$ cat config.mk
export PLATFORM = sky130hd
export DESIGN_NAME = store_buffer_flat
export DESIGN_NICKNAME = d
export VERILOG_FILES = /design/src/rtl/store_buffer_pkg.sv /design/src/rtl/store_buffer_if.sv /design/src/rtl/sb_overlap.sv /design/src/rtl/store_buffer.sv /design/src/flat_wrapper.sv
export SDC_FILE = /design/constraint.sdc
export NUM_CORES = 1
export LEC_CHECK = 0
export ABC_AREA = 1
export CAP_MARGIN = 10
export CORE_ASPECT_RATIO = 0.5
export CORE_UTILIZATION = 30
export DETAILED_ROUTE_END_ITERATION = 10
export GPL_TIMING_DRIVEN = 0
export SETUP_SLACK_MARGIN = 0.2
export SYNTH_ARGS = -nofsm -noshare
export SYNTH_HDL_FRONTEND = slang
export SYNTH_SLANG_ARGS = --single-unit
export TNS_END_PERCENT = 50
$ cat constraint.sdc
create_clock -name clk -period 6.6 [get_ports clk]
set_input_delay 1.65 -clock clk [delete_from_list [all_inputs] [get_ports clk]]
set_output_delay 1.65 -clock clk [all_outputs]
set_load 0.02 [all_outputs]
$ cat src/rtl/store_buffer_pkg.sv
// Shared definitions for the store buffer: access-size encoding, the entry
// record and the default geometry. Entry field widths bound the AW/DW parameters.
package mem_pkg;

    localparam logic [1:0] SZ_BYTE = 2'b00;
    localparam logic [1:0] SZ_HALF = 2'b01;
    localparam logic [1:0] SZ_WORD = 2'b10;

    localparam int SB_DEPTH = 4;
    localparam int SB_AW    = 32;
    localparam int SB_DW    = 32;

    typedef struct packed {
        logic             valid;
        logic [SB_AW-1:0] addr;
        logic [SB_DW-1:0] data;
        logic [1:0]       size;
    } sb_entry_t;

    // Size code 2'b11 is illegal and behaves as a word.
    function automatic logic [2:0] size_bytes(input logic [1:0] sz);
        case (sz)
            SZ_BYTE: return 3'd1;
            SZ_HALF: return 3'd2;
            default: return 3'd4;
        endcase
    endfunction

endpackage

$ cat src/rtl/store_buffer_if.sv
// Execute-side store port, memory-stage load query and DataMem write port of
// the store buffer; master is the pipeline side, slave is the buffer.
interface store_buffer_if #(
    parameter int AW = 32,
    parameter int DW = 32,
    parameter int CW = 3
);
    logic          st_valid;
    logic [AW-1:0] st_addr;
    logic [DW-1:0] st_data;
    logic [1:0]    st_size;
    logic          st_ready;
    logic          ld_valid;
    logic [AW-1:0] ld_addr;
    logic [1:0]    ld_size;
    logic          ld_sign;
    logic          ld_hit;
    logic [DW-1:0] ld_fwd_data;
    logic          ld_stall;
    logic          mem_wEn;
    logic [AW-1:0] mem_addr;
    logic [DW-1:0] mem_wdata;
    logic [1:0]    mem_size;
    logic          empty;
    logic [CW-1:0] count;

    modport master (
        output st_valid, st_addr, st_data, st_size, ld_valid, ld_addr, ld_size, ld_sign,
        input  st_ready, ld_hit, ld_fwd_data, ld_stall, mem_wEn, mem_addr, mem_wdata,
               mem_size, empty, count
    );

    modport slave (
        input  st_valid, st_addr, st_data, st_size, ld_valid, ld_addr, ld_size, ld_sign,
        output st_ready, ld_hit, ld_fwd_data, ld_stall, mem_wEn, mem_addr, mem_wdata,
               mem_size, empty, count
    );
endinterface

$ cat src/rtl/sb_overlap.sv
// Compares one buffered store against the current load: byte-range intersection
// and exact (same address, same effective size) match.
module sb_overlap
    import mem_pkg::*;
#(
    parameter int AW = SB_AW
) (
    input  logic          e_valid_i,
    input  logic [AW-1:0] e_addr_i,
    input  logic [1:0]    e_size_i,
    input  logic [AW-1:0] ld_addr_i,
    input  logic [1:0]    ld_size_i,
    output logic          overlap_o,
    output logic          exact_o
);
    // One extra bit keeps ranges ending at the top of the address space from wrapping.
    logic [AW:0] e_lo_s, e_hi_s, l_lo_s, l_hi_s;

    always_comb begin
        e_lo_s    = {1'b0, e_addr_i};
        l_lo_s    = {1'b0, ld_addr_i};
        e_hi_s    = e_lo_s + {{(AW-2){1'b0}}, size_bytes(e_size_i)};
        l_hi_s    = l_lo_s + {{(AW-2){1'b0}}, size_bytes(ld_size_i)};
        overlap_o = e_valid_i && (e_lo_s < l_hi_s) && (l_lo_s < e_hi_s);
        exact_o   = e_valid_i && (e_addr_i == ld_addr_i) &&
                    (size_bytes(e_size_i) == size_bytes(ld_size_i));
    end
endmodule

$ cat src/rtl/store_buffer.sv
// Posted-store FIFO between execute and DataMem with load overlap checking.
// Define STORE_BUF_FWD_EN to forward exact matches; otherwise every overlap stalls.
module store_buffer
    import mem_pkg::*;
#(
    parameter int DEPTH = SB_DEPTH,
    parameter int AW    = SB_AW,
    parameter int DW    = SB_DW
) (
    input logic          clk,
    input logic          rst,
    store_buffer_if.slave sb
);
    localparam int IW = (DEPTH > 1) ? $clog2(DEPTH) : 1;
    localparam int CW = $clog2(DEPTH) + 1;

    sb_entry_t         entries_q [DEPTH];
    sb_entry_t         entries_d [DEPTH];
    logic [IW-1:0]     head_q, head_d, tail_q, tail_d;
    logic [CW-1:0]     count_q, count_d;
    logic              full_s, empty_s, enq_s, drain_s;
    logic [DEPTH-1:0]  ovl_s, exact_s;
    logic [IW-1:0]     idx_s;
    logic              found_s, sel_exact_s, hit_s, stall_s;
    logic [DW-1:0]     sel_data_s, fwd_s;

    for (genvar g = 0; g < DEPTH; g++) begin : g_ovl
        sb_overlap #(.AW(AW)) u_ovl (
            .e_valid_i (entries_q[g].valid),
            .e_addr_i  (entries_q[g].addr),
            .e_size_i  (entries_q[g].size),
            .ld_addr_i (sb.ld_addr),
            .ld_size_i (sb.ld_size),
            .overlap_o (ovl_s[g]),
            .exact_o   (exact_s[g])
        );
    end

    // Walk oldest to youngest so the last overlapping entry seen is the youngest.
    always_comb begin
        found_s     = 1'b0;
        sel_exact_s = 1'b0;
        sel_data_s  = '0;
        idx_s       = head_q;
        for (int i = 0; i < DEPTH; i++) begin
            idx_s = head_q + IW'(i);
            if (ovl_s[idx_s]) begin
                found_s     = 1'b1;
                sel_exact_s = exact_s[idx_s];
                sel_data_s  = entries_q[idx_s].data;
            end else begin
                found_s = found_s;
            end
        end
    end

`ifdef STORE_BUF_FWD_EN
    always_comb begin
        hit_s   = 1'b0;
        stall_s = 1'b0;
        fwd_s   = '0;
        if (sb.ld_valid && found_s) begin
            if (sel_exact_s) begin
                hit_s = 1'b1;
                case (sb.ld_size)
                    SZ_BYTE: fwd_s = {{(DW-8){sb.ld_sign & sel_data_s[7]}}, sel_data_s[7:0]};
                    SZ_HALF: fwd_s = {{(DW-16){sb.ld_sign & sel_data_s[15]}}, sel_data_s[15:0]};
                    default: fwd_s = sel_data_s;
                endcase
            end else begin
                stall_s = 1'b1;
            end
        end else begin
            hit_s = 1'b0;
        end
    end
`else
    logic unused_fwd_s;
    assign unused_fwd_s = ^{sel_exact_s, sel_data_s, sb.ld_sign};
    assign hit_s   = 1'b0;
    assign fwd_s   = '0;
    assign stall_s = sb.ld_valid && found_s;
`endif

    assign full_s  = (count_q == CW'(DEPTH));
    assign empty_s = (count_q == '0);
    assign enq_s   = sb.st_valid && !full_s;
    // A load that goes to DataMem owns the port; hits and stalls leave it free.
    assign drain_s = !rst && !empty_s && !(sb.ld_valid && !hit_s && !stall_s);

    assign sb.st_ready    = !full_s;
    assign sb.empty       = empty_s;
    assign sb.count       = count_q;
    assign sb.mem_wEn     = drain_s;
    assign sb.mem_addr    = empty_s ? '0 : entries_q[head_q].addr;
    assign sb.mem_wdata   = empty_s ? '0 : entries_q[head_q].data;
    assign sb.mem_size    = empty_s ? 2'b00 : entries_q[head_q].size;
    assign sb.ld_hit      = hit_s;
    assign sb.ld_stall    = stall_s;
    assign sb.ld_fwd_data = fwd_s;

    always_comb begin
        entries_d = entries_q;
        head_d    = head_q;
        tail_d    = tail_q;
        if (enq_s) begin
            entries_d[tail_q].valid = 1'b1;
            entries_d[tail_q].addr  = sb.st_addr;
            entries_d[tail_q].data  = sb.st_data;
            entries_d[tail_q].size  = sb.st_size;
            tail_d                  = tail_q + 1'b1;
        end else begin
            tail_d = tail_q;
        end
        if (drain_s) begin
            entries_d[head_q].valid = 1'b0;
            head_d                  = head_q + 1'b1;
        end else begin
            head_d = head_q;
        end
        case ({enq_s, drain_s})
            2'b10:   count_d = count_q + 1'b1;
            2'b01:   count_d = count_q - 1'b1;
            default: count_d = count_q;
        endcase
    end

    always_ff @(posedge clk) begin
        if (rst) begin
            head_q  <= '0;
            tail_q  <= '0;
            count_q <= '0;
            for (int i = 0; i < DEPTH; i++) begin
                entries_q[i] <= '0;
            end
        end else begin
            head_q    <= head_d;
            tail_q    <= tail_d;
            count_q   <= count_d;
            entries_q <= entries_d;
        end
    end
endmodule

$ cat src/flat_wrapper.sv
// flat-port wrapper written by rule: the top's interface ports become plain ports
module store_buffer_flat import mem_pkg::*;
#(
    parameter int DEPTH = SB_DEPTH,
    parameter int AW    = SB_AW,
    parameter int DW    = SB_DW
)
  (clk, rst, sb_st_valid, sb_st_addr, sb_st_data, sb_st_size, sb_ld_valid, sb_ld_addr, sb_ld_size, sb_ld_sign, sb_st_ready, sb_ld_hit, sb_ld_fwd_data, sb_ld_stall, sb_mem_wEn, sb_mem_addr, sb_mem_wdata, sb_mem_size, sb_empty, sb_count);
  store_buffer_if #(.AW(AW), .DW(DW)) sb_i ();
  input logic clk;
  input logic rst;
  input wire logic [$bits(sb_i.st_valid)-1:0] sb_st_valid;
  input wire logic [$bits(sb_i.st_addr)-1:0] sb_st_addr;
  input wire logic [$bits(sb_i.st_data)-1:0] sb_st_data;
  input wire logic [$bits(sb_i.st_size)-1:0] sb_st_size;
  input wire logic [$bits(sb_i.ld_valid)-1:0] sb_ld_valid;
  input wire logic [$bits(sb_i.ld_addr)-1:0] sb_ld_addr;
  input wire logic [$bits(sb_i.ld_size)-1:0] sb_ld_size;
  input wire logic [$bits(sb_i.ld_sign)-1:0] sb_ld_sign;
  output wire logic [$bits(sb_i.st_ready)-1:0] sb_st_ready;
  output wire logic [$bits(sb_i.ld_hit)-1:0] sb_ld_hit;
  output wire logic [$bits(sb_i.ld_fwd_data)-1:0] sb_ld_fwd_data;
  output wire logic [$bits(sb_i.ld_stall)-1:0] sb_ld_stall;
  output wire logic [$bits(sb_i.mem_wEn)-1:0] sb_mem_wEn;
  output wire logic [$bits(sb_i.mem_addr)-1:0] sb_mem_addr;
  output wire logic [$bits(sb_i.mem_wdata)-1:0] sb_mem_wdata;
  output wire logic [$bits(sb_i.mem_size)-1:0] sb_mem_size;
  output wire logic [$bits(sb_i.empty)-1:0] sb_empty;
  output wire logic [$bits(sb_i.count)-1:0] sb_count;
  assign sb_i.st_valid = sb_st_valid;
  assign sb_i.st_addr = sb_st_addr;
  assign sb_i.st_data = sb_st_data;
  assign sb_i.st_size = sb_st_size;
  assign sb_i.ld_valid = sb_ld_valid;
  assign sb_i.ld_addr = sb_ld_addr;
  assign sb_i.ld_size = sb_ld_size;
  assign sb_i.ld_sign = sb_ld_sign;
  assign sb_st_ready = sb_i.st_ready;
  assign sb_ld_hit = sb_i.ld_hit;
  assign sb_ld_fwd_data = sb_i.ld_fwd_data;
  assign sb_ld_stall = sb_i.ld_stall;
  assign sb_mem_wEn = sb_i.mem_wEn;
  assign sb_mem_addr = sb_i.mem_addr;
  assign sb_mem_wdata = sb_i.mem_wdata;
  assign sb_mem_size = sb_i.mem_size;
  assign sb_empty = sb_i.empty;
  assign sb_count = sb_i.count;
  store_buffer #(.DEPTH(DEPTH), .AW(AW), .DW(DW)) u_core (.clk(clk), .rst(rst), .sb(sb_i));
endmodule
==> Yosys cells after proc, flatten, opt, wreduce, memory -nomap -nowiden <==
Cells that the tools add are included.
{ "totals": {"in_bits": 105, "register_bits": 275} }
{ "classes": {"reduce_logical": 27, "n_bitwise": 2, "magnitude_cmp": 16, "n_mux": 41, "eq_ne": 8, "n_addsub": 11} }
{ "op_table": {"columns": ["operator", "count"], "rows": [
  ["268-bit bitwise mux", 5],
  ["67-bit demux with 2-bit select", 5],
  ["268-bit two-way mux", 2],
  ["32-bit by 33-bit < comparator with 1-bit output", 8],
  ["66-bit two-way mux", 3],
  ["32-bit by 3-bit adder with 33-bit output", 5],
  ["67-bit binary-select mux with 2-bit select", 1],
  ["67-bit two-way mux", 2],
  ["32-bit two-way mux", 2],
  ["3-bit case mux with 2 select lines", 6],
  ["34-bit two-way mux", 1],
  ["1-bit logical AND", 15],
  ["2-bit by 1-bit == test with 1-bit output, second input constant", 6],
  ["2-bit by 3-bit < comparator with 1-bit output, second input constant", 4],
  ["2-bit zero test", 5],
  ["1-bit binary-select mux with 2-bit select", 4],
  ["1-bit two-way mux", 8],
  ["3-bit >= comparator, second input constant", 2],
  ["3-bit by 1-bit < comparator with 1-bit output, second input constant", 2],
  ["2-bit NOT with 3-bit output", 2],
  ["1-bit zero test", 5],
  ["2-bit by 1-bit adder with 2-bit output, second input constant", 2],
  ["2-bit adder, second input constant", 2],
  ["2-bit two-way mux", 2],
  ["other kinds (6)", 6]
]} }

==> Logic depth before layout (Yosys ltp) <==
{ "logic_depth": {"word_depth": 19, "ltp_mapped": 42, "ltp_nobuf": 42} }

==> Modules after synthesis <==
A second synthesis with hierarchy kept.
{ "unflattened": {"hier_cells": 4512, "hier_area_um2": 27890.5} }
{ "by_module_without_submodules": {"columns": ["mod", "area_per_inst_um2", "seq_area_each_um2", "cells_per_inst", "n_inst"], "rows": [
  ["store_buffer", 13441.6, 5505.3, 2181, 1],
  ["sb_overlap (u_core.g_ovl[1].u_ovl)", 3708.6, 0.0, 596, 1],
  ["sb_overlap (u_core.g_ovl[3].u_ovl)", 3612.2, 0.0, 573, 1],
  ["sb_overlap (u_core.g_ovl[2].u_ovl)", 3580.9, 0.0, 588, 1],
  ["sb_overlap (u_core.g_ovl[0].u_ovl)", 3547.2, 0.0, 574, 1]
]} }

==> Worst setup path before layout <==
Ideal clock, no wire load.
{ "synth_timing": {"path_kind": "input port to output port", "startpoint": "input port sb_ld_size[1]", "endpoint": "output port sb_mem_wEn", "cell_stages": 25, "arrival_ps": 4776, "slack_ps": 174, "n_path_buf": 1, "cell_sequence": "clkbuf_1 > ha_1 > nand3_1 > nand2_1 > nand2_1 > nor2_1 > nand4_1 > nor2_1 > nand2_1 > nor3_2 > nand4_1 > nor2_1 > nand3_1 > nand3b_1 > xor2_1 > ha_1 > nand2_2 > and3b_1 > nor2_1 > nand2_1 > nand2_1 > nor2_2 > nand2_4 > nand2_2 > inv_1"} }
{ "synth_via": {"elab_chain_len": 17, "elab_cells_between_ends": 33, "cone_classes": "1 x add/sub; 4 x order compare; 1 x eq/ne; 13 x mux; 14 x reduce/logical"} }
{ "synth_lines": {"columns": ["item", "line", "source"], "rows": [
  ["from (decl)", "flat_wrapper.sv:18", "input wire logic [$bits(sb_i.ld_size)-1:0] sb_ld_size;"],
  ["2-bit by 1-bit == test with 1-bit output / 2-bit zero test (equally long branches)", "store_buffer_pkg.sv:22", "case (sz)"],
  ["3-bit case mux with 2 select lines (*)", "store_buffer_pkg.sv:22", null],
  ["32-bit by 3-bit adder with 33-bit output (*)", "sb_overlap.sv:23", "l_hi_s = l_lo_s + {{(AW-2){1'b0}}, size_bytes(ld_size_i)};"],
  ["32-bit by 33-bit < comparator with 1-bit output", "sb_overlap.sv:24", "overlap_o = e_valid_i && (e_lo_s < l_hi_s) && (l_lo_s < e_hi_s);"],
  ["1-bit logical AND (2 in a row)", "sb_overlap.sv:24", null],
  ["1-bit binary-select mux with 2-bit select", "store_buffer.sv:47", "if (ovl_s[idx_s]) begin"],
  ["1-bit two-way mux (implied by the code)", "store_buffer.sv:47", null],
  ["1-bit two-way mux (3 in a row)", "store_buffer.sv:47", null],
  ["1-bit two-way mux (*)", "store_buffer.sv:47", null],
  ["1-bit logical AND (*)", "store_buffer.sv:82", "assign stall_s = sb.ld_valid && found_s;"],
  ["1-bit zero test (*)", "store_buffer.sv:89", "assign drain_s = !rst && !empty_s && !(sb.ld_valid && !hit_s && !stall_s);"],
  ["1-bit logical AND (*)", "store_buffer.sv:89", null],
  ["1-bit zero test (*)", "store_buffer.sv:89", null],
  ["1-bit logical AND (*)", "store_buffer.sv:89", null],
  ["to (decl)", "flat_wrapper.sv:24", "output wire logic [$bits(sb_i.mem_wEn)-1:0] sb_mem_wEn;"]
]} }
Mark *: on every way between the ends. The rest lies on a longest branch, timed or not. The select of a mux whose other input is x is not followed.

==> Final worst setup path <==
Same ends and word-level chain as after synthesis.

==> flow_summary.toml <==
[status]
outcome = "finished, violations left"
violations = "negative setup slack"

[cts]
root_buffer = "clkbuf_16"
cts.sinks = 275
holdBufCountCts = 0
clk_path_buf_depth = 3
htreeDepth = 2
clkSlewWorstSetupHoldPaths_ns = 0.06
insertion_delay_ns = 0.54
numCtsBuffers = 34
cts_tree = "done"

[floorplan]
core_um2 = 69770
die_x_um = 379.9
die_h_um = 191.0
start_util_pct = 30.71
rows = 68
io_pins = 211
die_area_um2 = 72550

[synth]
synth.avg_cell_area_um2 = 6.935
ys_ff_latch = 275
syn_inst = 3089
synth_seq_area_share_pct = 25.70
ys_warn_count = 0
synth-async-reset-ratio_pct = 0
synth-edff-count = 0
synthFlopType = "dfxtp_1"
synth_cell_types = 46
syn_area_um2 = 21420

[sta]
setup_viol = 2
slew_headroom_pct = 24.46
fin_crit_ns = 7.156
fin_crit_sh_pct = 108.4
tightest_slew_ns = 1.133
rsz0062_at_grt = "true"
clock.fmax_ghz = 0.1397
setup_slack_ns = -0.5560
finClkSkew_ns = 0.01228
fin_setup_tns_ns = -1.048
finalHoldViolations = 0
maxSlewViolCount = 0

[grt]
grt_pass1_wl_mm = 125.2
grt_use_total_pct = 22.41
gr-total-overflow = 0
grt_pass1_vias = 20688
grt_max_degree = 14
antenna_found_initial = 0

[critical_path]
crit_path_frequent_cell = "nand2_2"
max_stage_delay_ns = 0.31
crit_arrival_ns = 5.51
critical_path_class = "primary input to primary output"
critPathLaunchType = "primary input"
crit_slowest_cell = "ha_1"
crit_required_ns = 4.95
critPathBufInv = 6
cp_top_family = "simple AND/OR/NAND/NOR gates"
end_kind = "primary output"
worstPathMaxFanout = 4

[power]
powerDensity_nw_per_um2 = 231.3
vdd_drop_max_v = 0.0001436
leakagePower_uw = 0.01030

[placement]
dp_slack_ns = -2.224
gp_congestion = 0.9619
numPortBuffers = 175
hpwl_mm = 66.36

[drt]
firstDrtPassIters = 7
detail-route-antenna-nets = 0
first_iter_violations = 2029
detail_route.wl_per_cell_um = 19.58
vias = 22331
finalWirelength_mm = 84.94
drc_errors = 0
post_drt_via_cell_ratio = 5.147

[run]
maxCapViolations = 0

[final_layout]
drive_above_1_share_pct = 9.372
area_growth_pct = 24.19
layout_commonest_cell = "nand2_1"
mostFrequentLayoutCells = "nand2_1 (519), a21oi_1 (378), nor2_1 (335), inv_1 (310), dfxtp_1 (271)"
nets = 3747

[min_path]
min_path_type = "flop to flop"
## where the power goes
part	switching, uW	total, uW	internal (uW)
clock	831	2050	1220
sequential	123	1910	1790
combinational	1420	2200	774
total	2370	6150	3780
## synthesized netlist by cell type, types with 2 or more instances
cell type  count  area, um2
buf_4         33      247.7
nand3_1       77      385.4
o21ai_2        2      17.52
buf_1         14      52.55
nand3_2        5      50.05
nand2_4        2      22.52
and3b_1        2      17.52
xnor2_1        7      61.31
dfxtp_1      275       5505
fa_1           6      120.1
clkbuf_1     124      465.5
or2_2          2      12.51
o211ai_1       8      60.06
ha_1         268       3353
nor3_2         9      90.09
nor2_1       367       1378
xor2_1       122       1069
a21oi_1      382       1912
inv_1        315       1182
o22ai_1        2      12.51
a211oi_1     201       1509
nor4_4         2      42.54
nand2_1      548       2057
nor2_2         9      56.30
a21o_1         3      22.52
nor4_1        17      106.4
o21a_1         3      22.52
nand3b_1       4      30.03
nor3_4         2      32.53
nor2_4         7      78.83
nand2_2       11      68.82
nor3_1        42      210.2
nand4_1       33      206.5
inv_2          6      22.52
o21ai_0      168      840.8
## cell families after synthesis
| group | count (synthesis) | synth area share, % |
|---|---|---|
| AOI/OAI and AO/OA | 772 | 20.65 |
| xor gates and xnor gates | 129 | 5.274 |
| adders and majority gates | 274 | 16.21 |
| buffers and inverters | 492 | 9.199 |
| DFF | 275 | 25.70 |
| other | 1 | 0.01750 |
| and+or+nand+nor | 1146 | 22.95 |
## path summary, 6_finish.rpt
kind	from	endpoint	slack (ns)	depth (start not counted)
hold / removal	flop	flop	0.46	2
hold reg to reg	flop	flop	0.46	2
setup / recovery	sb_ld_size[1]	sb_mem_wEn	-0.56	30
setup reg to reg	flop	u_core.sb.count[2]$_SDFFE_PP0P_	0.51	38
## layout make-up
class	instances	area, um2
Clock buffer	43	945.9
Fill cell	7371	43160
Sequential cell	275	5513
Buffer	171	773.2
Timing Repair Buffer	211	2016
Multi-Input combinational cell	2354	14720
Clock inverter	18	246.5
Inverter	321	1207
Tap cell	945	1182
Antenna cell	1	2.502
## through the flow
stage | hold slack [ns] | instances | instance area, um2 | power (uW) | utilization [%]
after floorplan | 0.4396 | 3121 | 21550 | 3161 | -
after global placement | 0.4477 | 4241 | 24480 | 4011 | 35.10
after detailed placement | 0.4500 | 4241 | 24480 | 4044 | 35.10
after CTS | 0.4611 | 4322 | 26170 | 6103 | 37.51
after global routing | 0.4752 | 4338 | 26600 | 6433 | 38.13
final | 0.4635 | 4339 | 26610 | 6154 | 38.13
## repair_timing
item                                    CTS  global route
endpoints found under the setup margin    5             4
setup buffers                            20            16
pin swaps                                41            64
resized for setup                       138            95
## worst reg2reg max path, delay by kind of cell, from the launching register on
family / cells / cell delay (ns)
DFF: 1 / 0.37
adders and majority gates: 5 / 1.40
xor gates and xnor gates: 1 / 0.17
AOI/OAI and AO/OA: 6 / 1.00
and+or+nand+nor: 21 / 2.74
buffers and inverters: 5 / 0.36
## metal layers
metal | track usage [%] | routed length, um
met5 | 0 | 0
met4 | 7.025 | 2608
met2 | 38.10 | 39650
met1 | 29.70 | 37560
met3 | 2.528 | 5122
No activity file was read; power rests on OpenSTA's default activity.
